===== config.mk =====
export PLATFORM = sky130hd
export DESIGN_NAME = mem_port_arbiter
export DESIGN_NICKNAME = d
export VERILOG_FILES = /design/src/rtl/mem_port_arbiter.sv
export SDC_FILE = /design/constraint.sdc
export NUM_CORES = 1
export LEC_CHECK = 0
export BUFFER_PORTS_ARGS = -buffer_cell sky130_fd_sc_hd__buf_2
export CAP_MARGIN = 20
export CORE_MARGIN = 4
export CORE_UTILIZATION = 34
export DETAILED_ROUTE_END_ITERATION = 12
export GPL_ROUTABILITY_DRIVEN = 1
export PLACE_DENSITY = 0.8
export SETUP_SLACK_MARGIN = 0.3
export SLEW_MARGIN = 30
export SYNTH_ARGS = -nofsm -noshare
export SYNTH_HDL_FRONTEND = slang
export SYNTH_SLANG_ARGS = --single-unit

===== constraint.sdc =====
create_clock -name clk -period 1.93 [get_ports clk]
set_clock_uncertainty 0.15 [all_clocks]
set_input_delay 0 -clock clk [delete_from_list [all_inputs] [get_ports clk]]
set_output_delay 0 -clock clk [all_outputs]
set_load 0.02 [all_outputs]

===== src/rtl/mem_port_arbiter.sv =====
// Arbitrates a CPU port and a loader port onto one memory with one-cycle read latency.
// Optional feature: define MEM_ARB_LOCK_EN to add the ldr_lock input (loader keeps the memory).
module mem_port_arbiter #(
    parameter int ADDR_W       = 8,
    parameter int DATA_W       = 8,
    parameter int STARVE_LIMIT = 4
) (
    input  logic              clk,
    input  logic              reset,
    input  logic              cpu_req,
    input  logic              cpu_we,
    input  logic [ADDR_W-1:0] cpu_addr,
    input  logic [DATA_W-1:0] cpu_wdata,
    output logic              cpu_gnt,
    output logic              cpu_rvalid,
    output logic [DATA_W-1:0] cpu_rdata,
    input  logic              ldr_req,
    input  logic              ldr_we,
    input  logic [ADDR_W-1:0] ldr_addr,
    input  logic [DATA_W-1:0] ldr_wdata,
    output logic              ldr_gnt,
    output logic              ldr_rvalid,
    output logic [DATA_W-1:0] ldr_rdata,
    output logic              mem_en,
    output logic              mem_we,
    output logic [ADDR_W-1:0] mem_addr,
    output logic [DATA_W-1:0] mem_wdata,
    input  logic [DATA_W-1:0] mem_rdata,
`ifdef MEM_ARB_LOCK_EN
    input  logic              ldr_lock,
`endif
    output logic [1:0]        owner
);

    typedef enum logic [1:0] {IDLE, GNT_CPU, GNT_LDR, RESP} state_t;

    localparam logic [3:0] LIMIT = 4'(STARVE_LIMIT);

    state_t     state, state_nxt;
    logic [3:0] streak, streak_nxt;
    logic [1:0] owner_nxt;
    logic       acc_rd;
    logic       pick_cpu, pick_ldr;
    logic       hold_ldr;

`ifdef MEM_ARB_LOCK_EN
    logic last_ldr;
    assign hold_ldr = ldr_lock && last_ldr;
`else
    assign hold_ldr = 1'b0;
`endif

    always_comb begin
        // NOTE: every signal written here gets a default first, so no path can infer a latch.
        state_nxt  = state;
        streak_nxt = streak;
        owner_nxt  = owner;
        pick_cpu   = 1'b0;
        pick_ldr   = 1'b0;
        case (state)
            GNT_CPU, GNT_LDR: state_nxt = RESP;
            default: begin
                // IDLE and RESP both arbitrate, so back-to-back accesses take two cycles each.
                if (hold_ldr) begin
                    pick_ldr = ldr_req;
                end else begin
                    pick_ldr = ldr_req && (!cpu_req || streak == LIMIT);
                    pick_cpu = cpu_req && !pick_ldr;
                end
                if (pick_ldr) begin
                    state_nxt = GNT_LDR;
                    owner_nxt = 2'b10;
                end else if (pick_cpu) begin
                    state_nxt = GNT_CPU;
                    owner_nxt = 2'b01;
                end else begin
                    state_nxt = IDLE;
                    owner_nxt = 2'b00;
                end
            end
        endcase
        if (!ldr_req || pick_ldr)
            streak_nxt = '0;
        else if (pick_cpu && streak != LIMIT)
            streak_nxt = streak + 4'd1;
    end

    always_ff @(posedge clk) begin
        // NOTE: state registers use non-blocking assignments so every flop samples pre-edge values.
        if (reset) begin
            state  <= IDLE;
            streak <= '0;
            owner  <= 2'b00;
            acc_rd <= 1'b0;
        end else begin
            state  <= state_nxt;
            streak <= streak_nxt;
            owner  <= owner_nxt;
            if (state == GNT_CPU)
                acc_rd <= !cpu_we;
            else if (state == GNT_LDR)
                acc_rd <= !ldr_we;
        end
    end

`ifdef MEM_ARB_LOCK_EN
    always_ff @(posedge clk) begin
        if (reset)
            last_ldr <= 1'b0;
        else if (pick_ldr)
            last_ldr <= 1'b1;
        else if (pick_cpu)
            last_ldr <= 1'b0;
    end
`endif

    assign cpu_gnt    = (state == GNT_CPU);
    assign ldr_gnt    = (state == GNT_LDR);
    assign mem_en     = cpu_gnt || ldr_gnt;
    assign mem_we     = (cpu_gnt && cpu_we) || (ldr_gnt && ldr_we);
    assign mem_addr   = ldr_gnt ? ldr_addr  : cpu_addr;
    assign mem_wdata  = ldr_gnt ? ldr_wdata : cpu_wdata;

    // owner still names the granted port during RESP, which routes the read response.
    assign cpu_rvalid = (state == RESP) && (owner == 2'b01) && acc_rd;
    assign ldr_rvalid = (state == RESP) && (owner == 2'b10) && acc_rd;
    assign cpu_rdata  = mem_rdata;
    assign ldr_rdata  = mem_rdata;

endmodule


# Word level (Yosys, flattened, before mapping)
# Cells that the tools add are included.
# totals
regBits,9
input_bits,46
# classes
reduce_logical,21
add_sub_neg,1
n_eq_ne,7
n_mux,11
# ops
op,n
2-to-1 mux 8 bit,2
logical AND 1 bit,9
2-to-1 mux 1 bit,7
"== test 2 bit, second input constant",3
zero test 1 bit,5
"adder 4 x 1 -> 4 bit, second input constant",1
"== test 2 x 1 -> 1 bit, second input constant",2
"== test 4 x 3 -> 1 bit, second input constant",1
logical OR 1 bit,4
2-to-1 mux 2 bit,2
"!= test 4 x 3 -> 1 bit, second input constant",1
OR reduction 2 bit,2
nonzero test 2 bit,1

# Logic depth before layout (Yosys ltp)
# logic_depth
word_depth,9
mapped_depth,6
mapped_depth_nobuf,5

# Worst setup path after synthesis
# OpenSTA, ideal clock, no wires.
# synth_path
path_kind,flip-flop to output port
startpoint,reg state[0]
endpoint,out mem_addr[2]
required_time_ns,1.780
path_stages_with_launch,6
path_slack_ns,0.306
arrival_ns,1.474
path_cell_list,dfxtp_1 inv_1 ha_1 buf_2 buf_2 mux2_2
# synth_via
elab_chain_len,2
# synth_lines
element,line,text
start: declaration,39,"state_t state, state_nxt;"
start signal: assignment,96,state <= state_nxt;
== test 2 bit,118,assign ldr_gnt = (state == GNT_LDR);
named net ldr_gnt,21,"output logic ldr_gnt,"
2-to-1 mux 8 bit,121,assign mem_addr = ldr_gnt ? ldr_addr : cpu_addr;
end: declaration,26,"output logic [ADDR_W-1:0] mem_addr,"
# The timed path passes the listed nets, and every way through them passes these cells.

# Worst setup path in the final report
# layout_path
startpoint,reg state[0]
endpoint,out mem_wdata[1]
# layout_via
elab_chain_len,2
# layout_lines
element,line,text
== test 2 bit,118,
2-to-1 mux 8 bit,122,assign mem_wdata = ldr_gnt ? ldr_wdata : cpu_wdata;
end: declaration,27,"output logic [DATA_W-1:0] mem_wdata,"
# No other way between the ends.

==> reports/results.ini <==
[yosys]
yosys_warnings = 0
synth_cell_types = 24
yosys_most_used_dff = dfxtp_1
ys_seq_area_share_pct = 22.1
yosysMostFrequentCell = buf_4
yosysTopAreaCellShare_pct = 22.1
synth_area_leader_cell = dfxtp_1
syn_area_um2 = 815
ys_top_cells_by_count = buf_4 (17), mux2_2 (16), dfxtp_1 (9), nand2_1 (9), inv_1 (7)
synth_area_leaders = dfxtp_1 (22%), mux2_2 (22%), buf_4 (16%)
synth_seq_cells = 9
synth_edf_count = 0
synth_nets = 143
avgSynthCellArea_um2 = 8.85
syn_inst = 92
async_flop_share_pct = 0

[die]
die_y_um = 56.9
rows = 17
core_area_um2 = 2250
design.portCount = 86
start_util_pct = 36.1
dieArea_um2 = 3240
die_w_um = 56.9

[setup_path]
r2r-start = state[0]
worst-endpoint-required_ns = 1.78
crit_slowest_cell = mux2_2
cp_max_fo = 9
crit_type = register to primary output
critPathCapture = mem_wdata[1]
critPathLaunchType = register
crit_chain = inv_2 -> ha_4 -> buf_8 -> mux2_2 -> buf_4
arrival_ns = 1.45
r2r_cells = 5
path_depth = 5
crit_path_end_kind = primary output
reg2reg_slack_ns = 0.49
worst_path_dominant_cell_family = buffers and inverters
crit_buf_inv = 3
crit_start = state[0]
r2r_end = streak[3]
cpPeakStageDelay_ns = 0.35

[global_routing]
grt_pass1_vias = 902
grt-busiest-layer = met2
overflow = 0
met2_usage_pct = 29.2
grt_usage_pct = 15.9
grt_pass1_wl_mm = 4.11
met1_usage_pct = 16.4
use_met3_pct = 3.39
grt_max_degree = 12
antenna_found_initial = 0

[timing]
setup_tns_ns = 0
rsz0062_at_grt = true
period_share_pct = 83.0
period_minus_slack_ns = 1.60
finalHoldViolCount = 0
slew_viol_final = 0
finalSetupViolCount = 0
worst_pin_slew_ns = 0.437
whs_ns = 0.190
relSlewSlack_pct = 70.8
fmax_mhz = 624

[route]
drtAntennaViolNets = 0
drt_iter0_drc = 31
wire_per_inst_um = 15.0
drt_wl_total_mm = 2.74
route.detailed.drc = 0
viasPerCell = 4.90
first_pass_iters = 4
vias = 897

[power]
max-vdd-ir-drop_v = 0.000502
p_leak_nw = 0.611
p_per_area_nw_per_um2 = 870

[job]
drv_cap = 0

[clock_network]
clk_pin_slew_ns = 0.07
cts_made_buffers = 3
insertion_delay_ns = 0.27
cts_tree = yes
cts.sink_count = 9
cts_root_buffer = clkbuf_4
clk_path_buf_depth = 2
h-tree-depth = 1

[layout]
n_fill_cell = 188
n_antenna_cell = 0
drive_above_1_share_pct = 58.7
areaGrowthSynthToFinish_pct = 53.1
ff_latch_area_um2 = 183
fin_nets = 207
multiInputGateArea_um2 = 483

[placement]
gp_congestion = 0.825
io_buffer_count = 61

[worst_hold_path]
hp-class = input port to primary output

[run_status]
outcome = completed

==> metal layers <==
metal  share of wire (%)  routed length, um  vias up
met5                   0                  0        -
met4                 2.4                 66        0
met3                  10                277        6
met2                  53               1440       64
met1                  35                948      392
li1                    -                  -      435
==> per-stage QoR <==
stage	std cells	utilization, %	cell area [um^2]	total power [W]	setup WS, ns
3_5_place_dp	163	45.4	1020	0.000790	0.236
2_1_floorplan	92	-	815	0.000676	0.306
6_report	183	55.3	1250	0.00109	0.328
4_1_cts	183	54.6	1230	0.00107	0.304
5_1_grt	183	55.3	1250	0.00115	0.282
3_3_place_gp	163	45.4	1020	0.000772	0.318
==> worst min path at each step <==
| stage | cells after the start | to | startpoint |
|---|---|---|---|
| after floorplan | 1 | acc_rd | reset |
| after global placement | 0 | cpu_rdata[1] | mem_rdata[1] |
| after detailed placement | 0 | cpu_rdata[1] | mem_rdata[1] |
| after CTS | 3 | mem_wdata[0] | cpu_wdata[0] |
| after global routing | 3 | mem_wdata[0] | cpu_wdata[0] |
| final | 3 | mem_wdata[0] | cpu_wdata[0] |
==> final cells by class <==
cell class                      count  area share (%)
Inverter                            7            2.11
Timing Repair Buffer               78            39.5
Sequential cell                     9            14.6
Multi-Input combinational cell     57            38.7
Clock buffer                        3            1.81
Tap cell                           28            2.81
Clock inverter                      1           0.401
==> repair_timing <==
| item | in CTS | in global routing |
|---|---|---|
| hold buffers | 13 | 0 |
| setup endpoints to repair | 19 | 15 |
| hold endpoints to repair | 25 | 0 |
| gates cloned | 2 | 0 |
| pin swaps | 1 | 1 |
| gates resized for setup | 10 | 7 |
| buffers inserted | 1 | 0 |
==> where the power goes <==
group | total, W | internal [W] | switching [W]
clock network | 0.000153 | 0.0000767 | 0.0000763
logic | 0.000688 | 0.000308 | 0.000380
registers | 0.000244 | 0.000218 | 0.0000257
==> cells in the final DEF, fill, tap and decap left out, drive strengths merged, types with 2 or more instances in the layout <==
| master | instances |
|---|---|
| nor3b | 2 |
| dlygate4sd3 | 13 |
| nand2 | 9 |
| mux2 | 16 |
| ha | 5 |
| o22ai | 2 |
| clkbuf | 3 |
| dfxtp | 9 |
| nand4b | 2 |
| nand4 | 3 |
| o32ai | 2 |
| a21oi | 5 |
| inv | 7 |
| buf | 65 |
==> worst reg2reg max path: stages, from the launching register on <==
cell and delay, ns:
dfxtp_2 0.33, inv_2 0.04, ha_4 0.32, nand2_1 0.08, or3_1 0.34, a21oi_1 0.11
==> cell families (layout without fill, tap and decap cells) <==
family	after synthesis	after routing	synth area share (%)
multiplexers	17	17	23.3
AO/OA/AOI/OAI	12	12	10.8
AND/OR/NAND/NOR	23	23	16.0
buffers and inverters	26	89	20.1
flip-flops	9	9	22.1
adder cells (fa/ha/maj)	5	5	7.68
==> state kept, by name, summed over array words and instances, names as in the netlist <==
signal,cells
owner,2
streak,4
state,2
acc_rd,1
(Power assumes the default switching activity.)
